### src/rtl/ddc_decim_ctrl.sv
// Reconfiguration controller for a cascade of decimate-by-2 stages. On a new
// stage count it drains the chain, applies the new bypass pattern, flushes it with zeros, and masks settling outputs.
//
// state | meaning
// RUN   | source and config pass through, settling outputs masked by discard count
// DRAIN | source blocked, in-flight old-config samples still reach dst
// FLUSH | zero samples injected, new bypass applied, all outputs suppressed
module ddc_decim_ctrl #(
  parameter int N_STAGES     = 4,
  parameter int DATA_WIDTH   = 16,
  parameter int OUT_WIDTH    = 48,
  parameter int DRAIN_CYCLES = 32,
  parameter int FLUSH_LEN    = 64,
  parameter int DISCARD_LEN  = 4,
  parameter int RESET_STAGES = N_STAGES
) (
  input  logic                            clk,
  input  logic                            rst,
  input  logic [$clog2(N_STAGES+1)-1:0]   cfg_stages,
  input  logic                            cfg_valid,
  output logic                            cfg_ready,
  input  logic [DATA_WIDTH-1:0]           src_data,
  input  logic                            src_valid,
  output logic                            src_ready,
  output logic [DATA_WIDTH-1:0]           chain_data,
  output logic                            chain_valid,
  output logic [N_STAGES-1:0]             stage_bypass,
  input  logic [OUT_WIDTH-1:0]            chain_out_data,
  input  logic                            chain_out_valid,
  output logic [OUT_WIDTH-1:0]            dst_data,
  output logic                            dst_valid,
  output logic [$clog2(N_STAGES+1)-1:0]   active_stages,
  output logic                            busy
);

  localparam int SW   = $clog2(N_STAGES+1);
  localparam int CMAX = (DRAIN_CYCLES > FLUSH_LEN) ? DRAIN_CYCLES : FLUSH_LEN;
  localparam int CW   = $clog2(CMAX+1);
  localparam int DW   = (DISCARD_LEN > 0) ? $clog2(DISCARD_LEN+1) : 1;

  localparam logic [SW-1:0] N_MAX        = SW'(N_STAGES);
  localparam logic [SW-1:0] RST_ACTIVE   = SW'(RESET_STAGES);
  localparam logic [CW-1:0] DRAIN_LOAD   = CW'(DRAIN_CYCLES-1);
  localparam logic [CW-1:0] FLUSH_LOAD   = CW'(FLUSH_LEN-1);
  localparam logic [DW-1:0] DISCARD_LOAD = DW'(DISCARD_LEN);

  typedef enum logic [1:0] {RUN, DRAIN, FLUSH} state_t;

  state_t              state, state_nxt;
  logic [CW-1:0]       cnt, cnt_nxt;
  logic [DW-1:0]       discard, discard_nxt;
  logic [SW-1:0]       pending, pending_nxt;
  logic [SW-1:0]       active_nxt;
  logic [N_STAGES-1:0] bypass_nxt;
  logic [SW-1:0]       req;

  function automatic logic [N_STAGES-1:0] bypass_of(input logic [SW-1:0] n);
    logic [N_STAGES-1:0] b;
    for (int i = 0; i < N_STAGES; i++) b[i] = (i >= int'(n));
    return b;
  endfunction

  assign req      = (cfg_stages > N_MAX) ? N_MAX : cfg_stages;
  assign dst_data = chain_out_data;

  always_ff @(posedge clk) begin
    if (rst) begin
      state         <= RUN;
      cnt           <= '0;
      discard       <= '0;
      pending       <= RST_ACTIVE;
      active_stages <= RST_ACTIVE;
      stage_bypass  <= bypass_of(RST_ACTIVE);
    end else begin
      state         <= state_nxt;
      cnt           <= cnt_nxt;
      discard       <= discard_nxt;
      pending       <= pending_nxt;
      active_stages <= active_nxt;
      stage_bypass  <= bypass_nxt;
    end
  end

  always_comb begin
    state_nxt   = state;
    cnt_nxt     = cnt;
    discard_nxt = discard;
    pending_nxt = pending;
    active_nxt  = active_stages;
    bypass_nxt  = stage_bypass;
    src_ready   = 1'b0;
    cfg_ready   = 1'b0;
    chain_valid = 1'b0;
    chain_data  = '0;
    dst_valid   = 1'b0;
    busy        = 1'b0;
    case (state)
      RUN: begin
        src_ready   = 1'b1;
        cfg_ready   = 1'b1;
        chain_valid = src_valid;
        chain_data  = src_data;
        if (discard == '0) dst_valid = chain_out_valid;
        else if (chain_out_valid) discard_nxt = discard - DW'(1);
        // A request equal to the applied count is absorbed without a flush.
        if (cfg_valid && (req != active_stages)) begin
          pending_nxt = req;
          cnt_nxt     = DRAIN_LOAD;
          state_nxt   = DRAIN;
        end
      end
      DRAIN: begin
        busy      = 1'b1;
        dst_valid = chain_out_valid;
        if (cnt == '0) begin
          state_nxt  = FLUSH;
          cnt_nxt    = FLUSH_LOAD;
          active_nxt = pending;
          bypass_nxt = bypass_of(pending);
        end else begin
          cnt_nxt = cnt - CW'(1);
        end
      end
      FLUSH: begin
        busy        = 1'b1;
        chain_valid = 1'b1;
        if (cnt == '0) begin
          state_nxt   = RUN;
          discard_nxt = DISCARD_LOAD;
        end else begin
          cnt_nxt = cnt - CW'(1);
        end
      end
      default: state_nxt = RUN;
    endcase
  end

endmodule

### config.mk
export PLATFORM = sky130hd
export DESIGN_NAME = ddc_decim_ctrl
export DESIGN_NICKNAME = d
export VERILOG_FILES = /design/src/rtl/ddc_decim_ctrl.sv
export SDC_FILE = /design/constraint.sdc
export NUM_CORES = 1
export LEC_CHECK = 0
export ABC_AREA = 0
export CORE_MARGIN = 2
export CORE_UTILIZATION = 25
export DETAILED_ROUTE_END_ITERATION = 10
export SLEW_MARGIN = 15
export SYNTH_ARGS = -nofsm -noshare
export SYNTH_HDL_FRONTEND = slang
export SYNTH_SLANG_ARGS = --single-unit
### constraint.sdc
create_clock -name clk -period 5.3 [get_ports clk]
set_input_delay 1.06 -clock clk [delete_from_list [all_inputs] [get_ports clk]]
set_output_delay 1.06 -clock clk [all_outputs]
set_load 0.005 [all_outputs]
==> impl_metrics.py, run 1 <==
metrics = {
    "power_and_ir_drop": {
        "p_sw_mw": 0.1801,
        "p_seq_share_pct": 34.3,
        "ir_drop_uv": 104.1,
        "p_per_area_nw_per_um2": 278.0,
        "combPwrFrac_pct": 38.3,
        "power.leakage_nw": 0.7879,
        "clockPowerShare_pct": 27.4,
        "p_int_mw": 0.4060,
        "p_sw_share_pct": 30.73,
    },
    "hold_path": {
        "holdCritPathClass": "register to register",
    },
    "route": {
        "dr.pass1.iters": 4,
        "drt_iter0_drc": 33,
        "drc_errors": 0,
        "antenna_left": 0,
        "via_per_inst": 4.519,
        "vias": 1437,
        "routed_wl_um": 3942,
        "routedWlPerCell_um": 12.40,
    },
    "sta": {
        "min_period_ns": 3.359,
        "tns_ns": 0,
        "clock_skew_ns": 0.002870,
        "layout_setup_ws_ns": 1.941,
        "relSlewSlack_pct": 43.58,
        "rsz0062_at_grt": "no",
        "worst_slew_pin_slew_ns": 0.8436,
        "max_freq_mhz": 297.7,
        "hold_viol": 0,
        "period_share_pct": 63.38,
        "slew_violations": 0,
        "final-setup-viol-count": 0,
    },
    "layout": {
        "n_antenna_cell": 0,
        "fin_cells": 318,
        "area_delta_synth_final_pct": 17.01,
        "layout.nets": 303,
        "drive_gt1_share_pct": 6.757,
    },
    "setup_path": {
        "cp-end-kind": "output port",
        "critPathKind": "register to output port",
        "required_ns": 4.24,
        "startpoint_type": "register",
        "worst-path-max-fanout": 26,
        "arrival_ns": 2.30,
    },
    "die": {
        "core_area_um2": 6869,
        "fp.dieH_um": 88.90,
        "start_util_pct": 26.23,
        "die_x_um": 88.90,
        "die_area_um2": 7902,
        "ios": 148,
        "rows": 30,
    },
    "logic_synthesis": {
        "synth_nets": 302,
        "synthFlopType": "dfxtp_1",
        "synth_top_cell_by_area": "dfxtp_1",
        "synth-async-reset-ratio_pct": 0,
        "synth.most_common_cell": "buf_4",
        "yosysSeqAreaShare_pct": 24.44,
        "yosys-top-cells-count": "buf_4 (50), dfxtp_1 (22), nor2_1 (22)",
        "avgSynthCellArea_um2": 8.116,
        "synth_top_area_share_pct": 24.44,
        "synth-warning-count": 0,
        "ys_types": 48,
        "synth-edff-count": 0,
        "synth_area_leaders": "dfxtp_1 (24%), buf_4 (21%), and2_1 (5.6%)",
        "ys_seq_elements": 22,
        "syn_inst": 222,
        "netlist_area_um2": 1802,
    },
    "cts": {
        "cts_buffers": 3,
        "hold_buffers": 0,
        "cts_tree": "yes",
        "htreeDepth": 1,
        "post_cts_resized": 0,
        "clk_pin_slew_ns": 0.09,
        "max-clock-path-buffers": 2,
        "cts_num_sinks": 22,
        "clock_latency_ns": 0.27,
        "root_buffer": "clkbuf_8",
        "cts_setup_buffers": 0,
    },
    "place": {
        "dp.cells": 314,
        "finalWeightedCongestion": 0.7597,
        "dp_hpwl_um": 2974,
        "port_buffers": 51,
        "dpl_worst_slack_ns": 2.050,
    },
    "global_routing": {
        "grt_max_degree": 27,
        "grt_pass1_vias": 1353,
        "antenna_found_initial": 0,
        "grt_use_total_pct": 9.780,
        "gr-total-overflow": 0,
        "grt_pass1_wl_um": 6154,
    },
    "run": {
        "cap_violations": 0,
    },
    "run_status": {
        "status": "finished clean",
    },
}
area by class of cell:
type                       count  area, um^2
inverter                      13       48.80
sequential                    22       440.4
multi-input combinational    132       917.1
clock buffer                   3       41.29
timing repair buffer          51       510.5
clock inverter                 1       30.03
fill                         736        4761
tap                           96       120.1
state kept, by name, summed over array words and instances, names as in the netlist:
register,flops
cnt,7
state,2
pending,3
discard,3
stage_bypass,4
active_stages,3
path summary, 6_finish.rpt:
kind,from,end,slack [ns],cells past startpoint
max,state[1],dst_valid,1.94,6
min,stage_bypass[2],stage_bypass[2],0.49,2
max reg2reg,state[1],state[0],3.00,6
min reg2reg,stage_bypass[2],stage_bypass[2],0.49,2
layout by cell type (no fill, tap or decap), types with 2 or more instances in the layout:
| cell type | synthesis | routed |
|---|---|---|
| a211oi_2 | 2 | 2 |
| clkbuf_8 | 0 | 3 |
| a31oi_1 | 2 | 2 |
| nand3b_1 | 2 | 2 |
| o211ai_1 | 2 | 2 |
| nor2b_1 | 4 | 4 |
| clkdlybuf4s50_1 | 0 | 51 |
| nor2_1 | 22 | 22 |
| ha_1 | 8 | 8 |
| inv_1 | 13 | 13 |
| and2_1 | 16 | 16 |
| nand2_1 | 6 | 6 |
| or2_2 | 2 | 2 |
| xor2_1 | 2 | 2 |
| a211oi_1 | 3 | 3 |
| o21ai_0 | 8 | 8 |
| nand2b_1 | 2 | 2 |
| nor3_1 | 3 | 3 |
| mux2i_1 | 8 | 8 |
| dfxtp_1 | 22 | 22 |
| a21oi_1 | 13 | 13 |
| nor4_1 | 2 | 2 |
per-layer routing:
metal  vias up  routed length [um]  track usage (%)
met5         -                   0                0
met4         0                  82            4.408
met3        12                 243            1.754
met2        45                1851            17.50
met1       673                1765            11.30
li1        707                   -                -
metrics by stage:
step	utilization [%]	power, mW	hold WS (ns)	cell area [um^2]
3_3_place_gp	29.65	0.4264	0.4754	2037
5_1_grt	30.69	0.6228	0.5363	2108
4_1_cts	30.69	0.5921	0.4965	2108
6_report	30.69	0.5861	0.4921	2108
3_5_place_dp	29.65	0.4312	0.4748	2037
2_1_floorplan	-	0.3789	0.4774	1802
worst max-delay path, stage by stage (launching register included):
cell,delay (ns)
dfxtp_1,0.35
inv_1,0.09
ha_1,0.62
inv_1,0.22
nor2_1,0.15
o21a_1,0.11
clkdlybuf4s50_1,0.49
power by group through the flow:
stage / Combinational [mW] / Sequential (mW) / Clock [mW]
6_report: 0.225 / 0.201 / 0.160
5_1_grt: 0.250 / 0.203 / 0.170
4_1_cts: 0.227 / 0.201 / 0.164
3_5_place_dp: 0.226 / 0.205 / 0
3_3_place_gp: 0.223 / 0.204 / 0
2_1_floorplan: 0.179 / 0.200 / 0
logic make-up after synthesis:
group / share of synthesized area, %
muxes: 5.070
xor gates and xnor gates: 1.459
adders and majority gates: 5.556
buffers and inverters: 24.65
DFF: 24.44
and+or+nand+nor: 22.43
AOI/OAI and AO/OA: 16.39
Note: power is estimated with default switching activity, not from simulation.
==> run 2: changes to the inputs <==
--- a/config.mk
+++ b/config.mk
@@ -9,6 +9,7 @@
 export CORE_MARGIN = 2
 export CORE_UTILIZATION = 25
 export DETAILED_ROUTE_END_ITERATION = 10
+export PLACE_DENSITY = 0.67
 export SLEW_MARGIN = 15
 export SYNTH_ARGS = -nofsm -noshare
 export SYNTH_HDL_FRONTEND = slang
==> constraint.sdc (replaced) <==
create_clock -name clk -period 2.91 [get_ports clk]
set_input_delay 0.582 -clock clk [delete_from_list [all_inputs] [get_ports clk]]
set_output_delay 0.582 -clock clk [all_outputs]
set_load 0.005 [all_outputs]
==> run 2 against run 1 <==
Effect of this change:
- hold slack better by 0.0043 ns
- utilization up 0.22 points
- first-iteration DRC count up 18%
- non-clock buffer count up 2
- setup slack worse by 1.6 ns
- clock skew up 0.0024 ns
- sequential power up 83%
- count of clock-buffer cells in the layout unchanged
- routed wire length up 1.2%
- highest routed layer unchanged
==> impl_metrics.py, run 2 (same netlist as run 1, synthesis figures left out) <==
metrics = {
    "layout": {
        "top_register": "cnt",
        "layout.nets": 305,
        "layout_commonest_cell": "clkdlybuf4s50_1",
        "n_antenna_cell": 0,
        "largest_reg_flops": 7,
        "drive_gt1_share_pct": 7.589,
        "area_delta_synth_final_pct": 17.85,
        "layout_common_cells": "clkdlybuf4s50_1 (51), nor2_1 (22), dfxtp_1 (22), and2_1 (16)",
        "nFillCells": 717,
        "top_regs": "cnt x7, stage_bypass x4",
    },
    "cts": {
        "clock_latency_ns": 0.26,
        "root_buffer": "clkbuf_8",
        "cts_num_sinks": 22,
        "post_cts_resized": 0,
        "htreeDepth": 1,
        "cts_setup_buffers": 0,
        "clk_pin_slew_ns": 0.08,
        "max-clock-path-buffers": 2,
        "hold_buffers": 0,
        "cts_buffers": 3,
        "cts_tree": "yes",
    },
    "global_routing": {
        "grt_pass1_wl_um": 6354,
        "gr-total-overflow": 0,
        "grt_max_degree": 20,
        "grt_pass1_vias": 1371,
        "grt_use_total_pct": 10.15,
        "antenna_found_initial": 0,
    },
    "route": {
        "drc_errors": 0,
        "vias": 1447,
        "routedWlPerCell_um": 12.47,
        "drt_iter0_drc": 39,
        "dr.pass1.iters": 4,
        "routed_wl_um": 3991,
        "via_per_inst": 4.522,
        "antenna_left": 0,
    },
    "place": {
        "dp_hpwl_um": 3098,
        "port_buffers": 51,
        "dpl_worst_slack_ns": 0.5320,
        "finalWeightedCongestion": 0.7847,
    },
    "run": {
        "cap_violations": 0,
    },
    "power_and_ir_drop": {
        "power.leakage_nw": 0.7971,
        "p_per_area_nw_per_um2": 504.2,
        "ir_drop_uv": 174.6,
    },
    "sta": {
        "slew_violations": 0,
        "tns_ns": 0,
        "hold_viol": 0,
        "period_share_pct": 86.72,
        "worst_slew_pin_slew_ns": 0.5815,
        "relSlewSlack_pct": 60.91,
        "clock_skew_ns": 0.005266,
        "timing.hold.ws_ns": 0.4964,
        "layout_setup_ws_ns": 0.3863,
        "rsz0062_at_grt": "no",
        "final-setup-viol-count": 0,
        "min_period_ns": 2.524,
        "max_freq_mhz": 396.2,
    },
    "die": {
        "fp.dieH_um": 88.90,
        "core_area_um2": 6869,
        "start_util_pct": 26.23,
        "ios": 148,
        "rows": 30,
        "die_x_um": 88.90,
        "die_area_um2": 7902,
    },
    "hold_path": {
        "holdPathStages": 2,
        "holdCritPathClass": "register to register",
    },
    "setup_path": {
        "required_ns": 2.33,
        "critPathBufInv": 3,
        "crit_chain": "inv_1, ha_1, buf_4, and2_1, clkdlybuf4s50_1",
        "max_stage_delay_ns": 0.51,
        "r2r_cells": 8,
        "cp-end-kind": "output port",
        "worst-path-max-fanout": 14,
        "cp.depth": 5,
        "critPathKind": "register to output port",
        "critPathSlowestCell": "clkdlybuf4s50_1",
        "arrival_ns": 1.94,
        "critPathTopFamily": "buffers and inverters",
        "startpoint_type": "register",
    },
    "run_status": {
        "status": "finished clean",
    },
}
[run 2: cell types whose count changed in the layout (fill, tap and decap cells not counted), sizes merged]
cell and delta:
buf +2
[run 2: final timing paths]
kind,start,endpoint,slack [ns]
worst max-delay path,state[0],chain_data[14],0.39
worst min-delay path,stage_bypass[2],stage_bypass[2],0.50
worst min register to register,stage_bypass[2],stage_bypass[2],0.50
worst max register to register,state[0],cnt[6],0.83
[run 2: area by class of cell]
class / instances / area [um^2] / area share (%)
Clock buffer: 3 / 41.29 / 1.945
Clock inverter: 1 / 30.03 / 1.414
Inverter: 13 / 48.80 / 2.298
Multi-Input combinational cell: 132 / 917.1 / 43.19
Sequential cell: 22 / 440.4 / 20.74
Tap cell: 96 / 120.1 / 5.657
Timing Repair Buffer: 53 / 525.5 / 24.75
[run 2: metal layers]
metal	part of all wire (%)	global-route usage, %
met5	0	0
met4	2.8	4.545
met3	7.5	2.308
met2	47	18.05
met1	43	11.53
[run 2: report_power, final]
part / switching [mW] / internal (mW)
logic: 0.191 / 0.227
clock network: 0.103 / 0.184
registers: 0.0349 / 0.332
total: 0.328 / 0.742
[run 2: metrics by stage]
step                util (%)  instance area (um^2)  std cells  power, mW
global placement       29.87                  2052        316     0.7799
CTS                    30.91                  2123        320      1.083
finish                 30.91                  2123        320      1.071
floorplan                  -                  1802        222     0.6901
detailed placement     29.87                  2052        316     0.7918
global route           30.91                  2123        320      1.156
[run 2: tightest hold or removal path, stage by stage (launching register included)]
cell and delay (ns):
dfxtp_1 0.34, a21oi_1 0.06, nor2_1 0.07
==> run 3: changes to the inputs <==
--- a/config.mk
+++ b/config.mk
@@ -6,11 +6,10 @@
 export NUM_CORES = 1
 export LEC_CHECK = 0
 export ABC_AREA = 0
-export CORE_MARGIN = 2
 export CORE_UTILIZATION = 25
 export DETAILED_ROUTE_END_ITERATION = 10
 export PLACE_DENSITY = 0.67
-export SLEW_MARGIN = 15
+export SLEW_MARGIN = 20
 export SYNTH_ARGS = -nofsm -noshare
 export SYNTH_HDL_FRONTEND = slang
 export SYNTH_SLANG_ARGS = --single-unit
==> run 3 against run 2 <==
Effect of this change:
- combinational power is essentially flat
- critical endpoint is now dst_valid
- highest routed layer unchanged
- largest cell class unchanged
- flip-flop and latch count is the same
- largest power group unchanged
- first-iteration DRC count grew 120%
- global-route usage grew 0.74 points
- setup slack lost 0.050 ns
- routed wire length grew 0.30%
- clock power grew 2%
==> impl_metrics.py, run 3 (same netlist as run 1, synthesis figures left out) <==
metrics = {
    "place": {
        "dpl_worst_slack_ns": 0.4283,
        "port_buffers": 51,
        "dp_hpwl_um": 3092,
        "finalWeightedCongestion": 0.7642,
    },
    "hold_path": {
        "holdCritPathClass": "register to register",
        "hp-start": "stage_bypass[0]",
        "holdPathStages": 2,
        "holdPathEnd": "stage_bypass[0]",
    },
    "sta": {
        "max_freq_mhz": 388.6,
        "tns_ns": 0,
        "min_period_ns": 2.573,
        "layout_setup_ws_ns": 0.3365,
        "period_share_pct": 88.43,
        "relSlewSlack_pct": 54.41,
        "clock_skew_ns": 0.004929,
        "worst_slew_pin_slew_ns": 0.6782,
        "rsz0062_at_grt": "no",
        "final-setup-viol-count": 0,
        "slew_violations": 0,
        "hold_viol": 0,
    },
    "cts": {
        "cts_tree": "yes",
        "cts_buffers": 3,
        "clk_pin_slew_ns": 0.09,
        "cts_num_sinks": 22,
        "post_cts_resized": 0,
        "hold_buffers": 0,
        "max-clock-path-buffers": 2,
        "htreeDepth": 1,
        "root_buffer": "clkbuf_8",
        "cts_setup_buffers": 0,
        "clock_latency_ns": 0.27,
    },
    "setup_path": {
        "r2r-start": "state[0]",
        "reg2reg_slack_ns": 0.83,
        "required_ns": 2.33,
        "timing.rr.end": "pending[0]",
        "r2r_cells": 6,
        "startpoint_type": "register",
        "cp-end-kind": "output port",
        "critPathKind": "register to output port",
        "arrival_ns": 1.99,
        "worst-path-max-fanout": 15,
    },
    "die": {
        "start_util_pct": 26.23,
        "ios": 148,
        "die_x_um": 86.90,
        "fp.dieH_um": 86.90,
        "die_area_um2": 7551,
        "rows": 30,
        "core_area_um2": 6869,
    },
    "power_and_ir_drop": {
        "p_seq_share_pct": 33.9,
        "p_sw_share_pct": 31.00,
        "p_sw_mw": 0.3344,
        "ir_drop_uv": 231.0,
        "clockPowerShare_pct": 27.1,
        "p_int_mw": 0.7444,
        "power.leakage_nw": 0.8014,
        "total_power_mw": 1.079,
        "p_per_area_nw_per_um2": 506.3,
        "combPwrFrac_pct": 38.9,
    },
    "layout": {
        "n_antenna_cell": 0,
        "area_delta_synth_final_pct": 18.26,
        "layout_commonest_cell": "clkdlybuf4s50_1",
        "drive_gt1_share_pct": 8.000,
        "layout.nets": 306,
        "layout_common_cells": "clkdlybuf4s50_1 (51), nor2_1 (22), dfxtp_1 (22), and2_1 (16)",
        "top_regs": "cnt x7, stage_bypass x4",
        "top_register": "cnt",
        "largest_reg_flops": 7,
    },
    "route": {
        "dr.pass1.iters": 4,
        "routedWlPerCell_um": 12.47,
        "drc_errors": 0,
        "vias": 1446,
        "routed_wl_um": 4003,
        "drt_iter0_drc": 84,
        "via_per_inst": 4.505,
        "antenna_left": 0,
    },
    "run": {
        "cap_violations": 0,
    },
    "global_routing": {
        "antenna_found_initial": 0,
        "grt_max_degree": 20,
        "gr-total-overflow": 0,
        "grt_pass1_wl_um": 6589,
        "grt_use_total_pct": 10.89,
        "grt_pass1_vias": 1339,
    },
    "run_status": {
        "status": "finished clean",
    },
}
==> run 3: worst max path at each step <==
stage          cells after the start          start  slack, ns         to
2_1_floorplan                      7       state[0]       1.10     cnt[6]
3_3_place_gp                       6  cfg_stages[2]       0.43     cnt[6]
3_5_place_dp                       6  cfg_stages[2]       0.43     cnt[6]
4_1_cts                            6       state[0]       0.28  dst_valid
5_1_grt                            6       state[1]       0.09  dst_valid
6_report                           6       state[0]       0.34  dst_valid
==> run 3: cell type report <==
cell class,instances,area [um^2]
clock inverters,1,30.03
clock buffers,3,41.29
repair buffers,54,533.0
well taps,96,120.1
multi-input cells,132,917.1
fillers,730,4738
flip-flops and latches,22,440.4
inverters,13,48.80
==> run 3: power by group through the flow <==
stage,logic (mW),clock network [mW],registers [mW]
floorplan,0.326,0,0.365
global placement,0.410,0,0.371
detailed placement,0.420,0,0.372
CTS,0.423,0.301,0.366
global route,0.474,0.317,0.372
finish,0.420,0.293,0.366
==> run 3: critical path, cell delays in order (launching register included) <==
cell and delay, ns:
dfxtp_1 0.34, inv_1 0.08, ha_1 0.41, inv_1 0.15, nor2_1 0.13, o21a_1 0.11
clkdlybuf4s50_1 0.50
==> run 3: per-stage QoR <==
step,std cells,instance area (um^2),util [%],hold WS [ns]
4_1_cts,321,2131,31.02,0.5116
3_5_place_dp,317,2059,29.98,0.4849
3_3_place_gp,317,2059,29.98,0.4778
2_1_floorplan,222,1802,-,0.4774
6_report,321,2131,31.02,0.5002
5_1_grt,321,2131,31.02,0.5431
==> run 3: metal layers <==
metal | up-vias | wire length, um | global-route usage (%)
li1 | 713 | - | -
met1 | 668 | 1701 | 13.05
met2 | 57 | 1888 | 18.54
met3 | 8 | 333 | 2.938
met4 | 0 | 80 | 4.091
met5 | - | 0 | 0
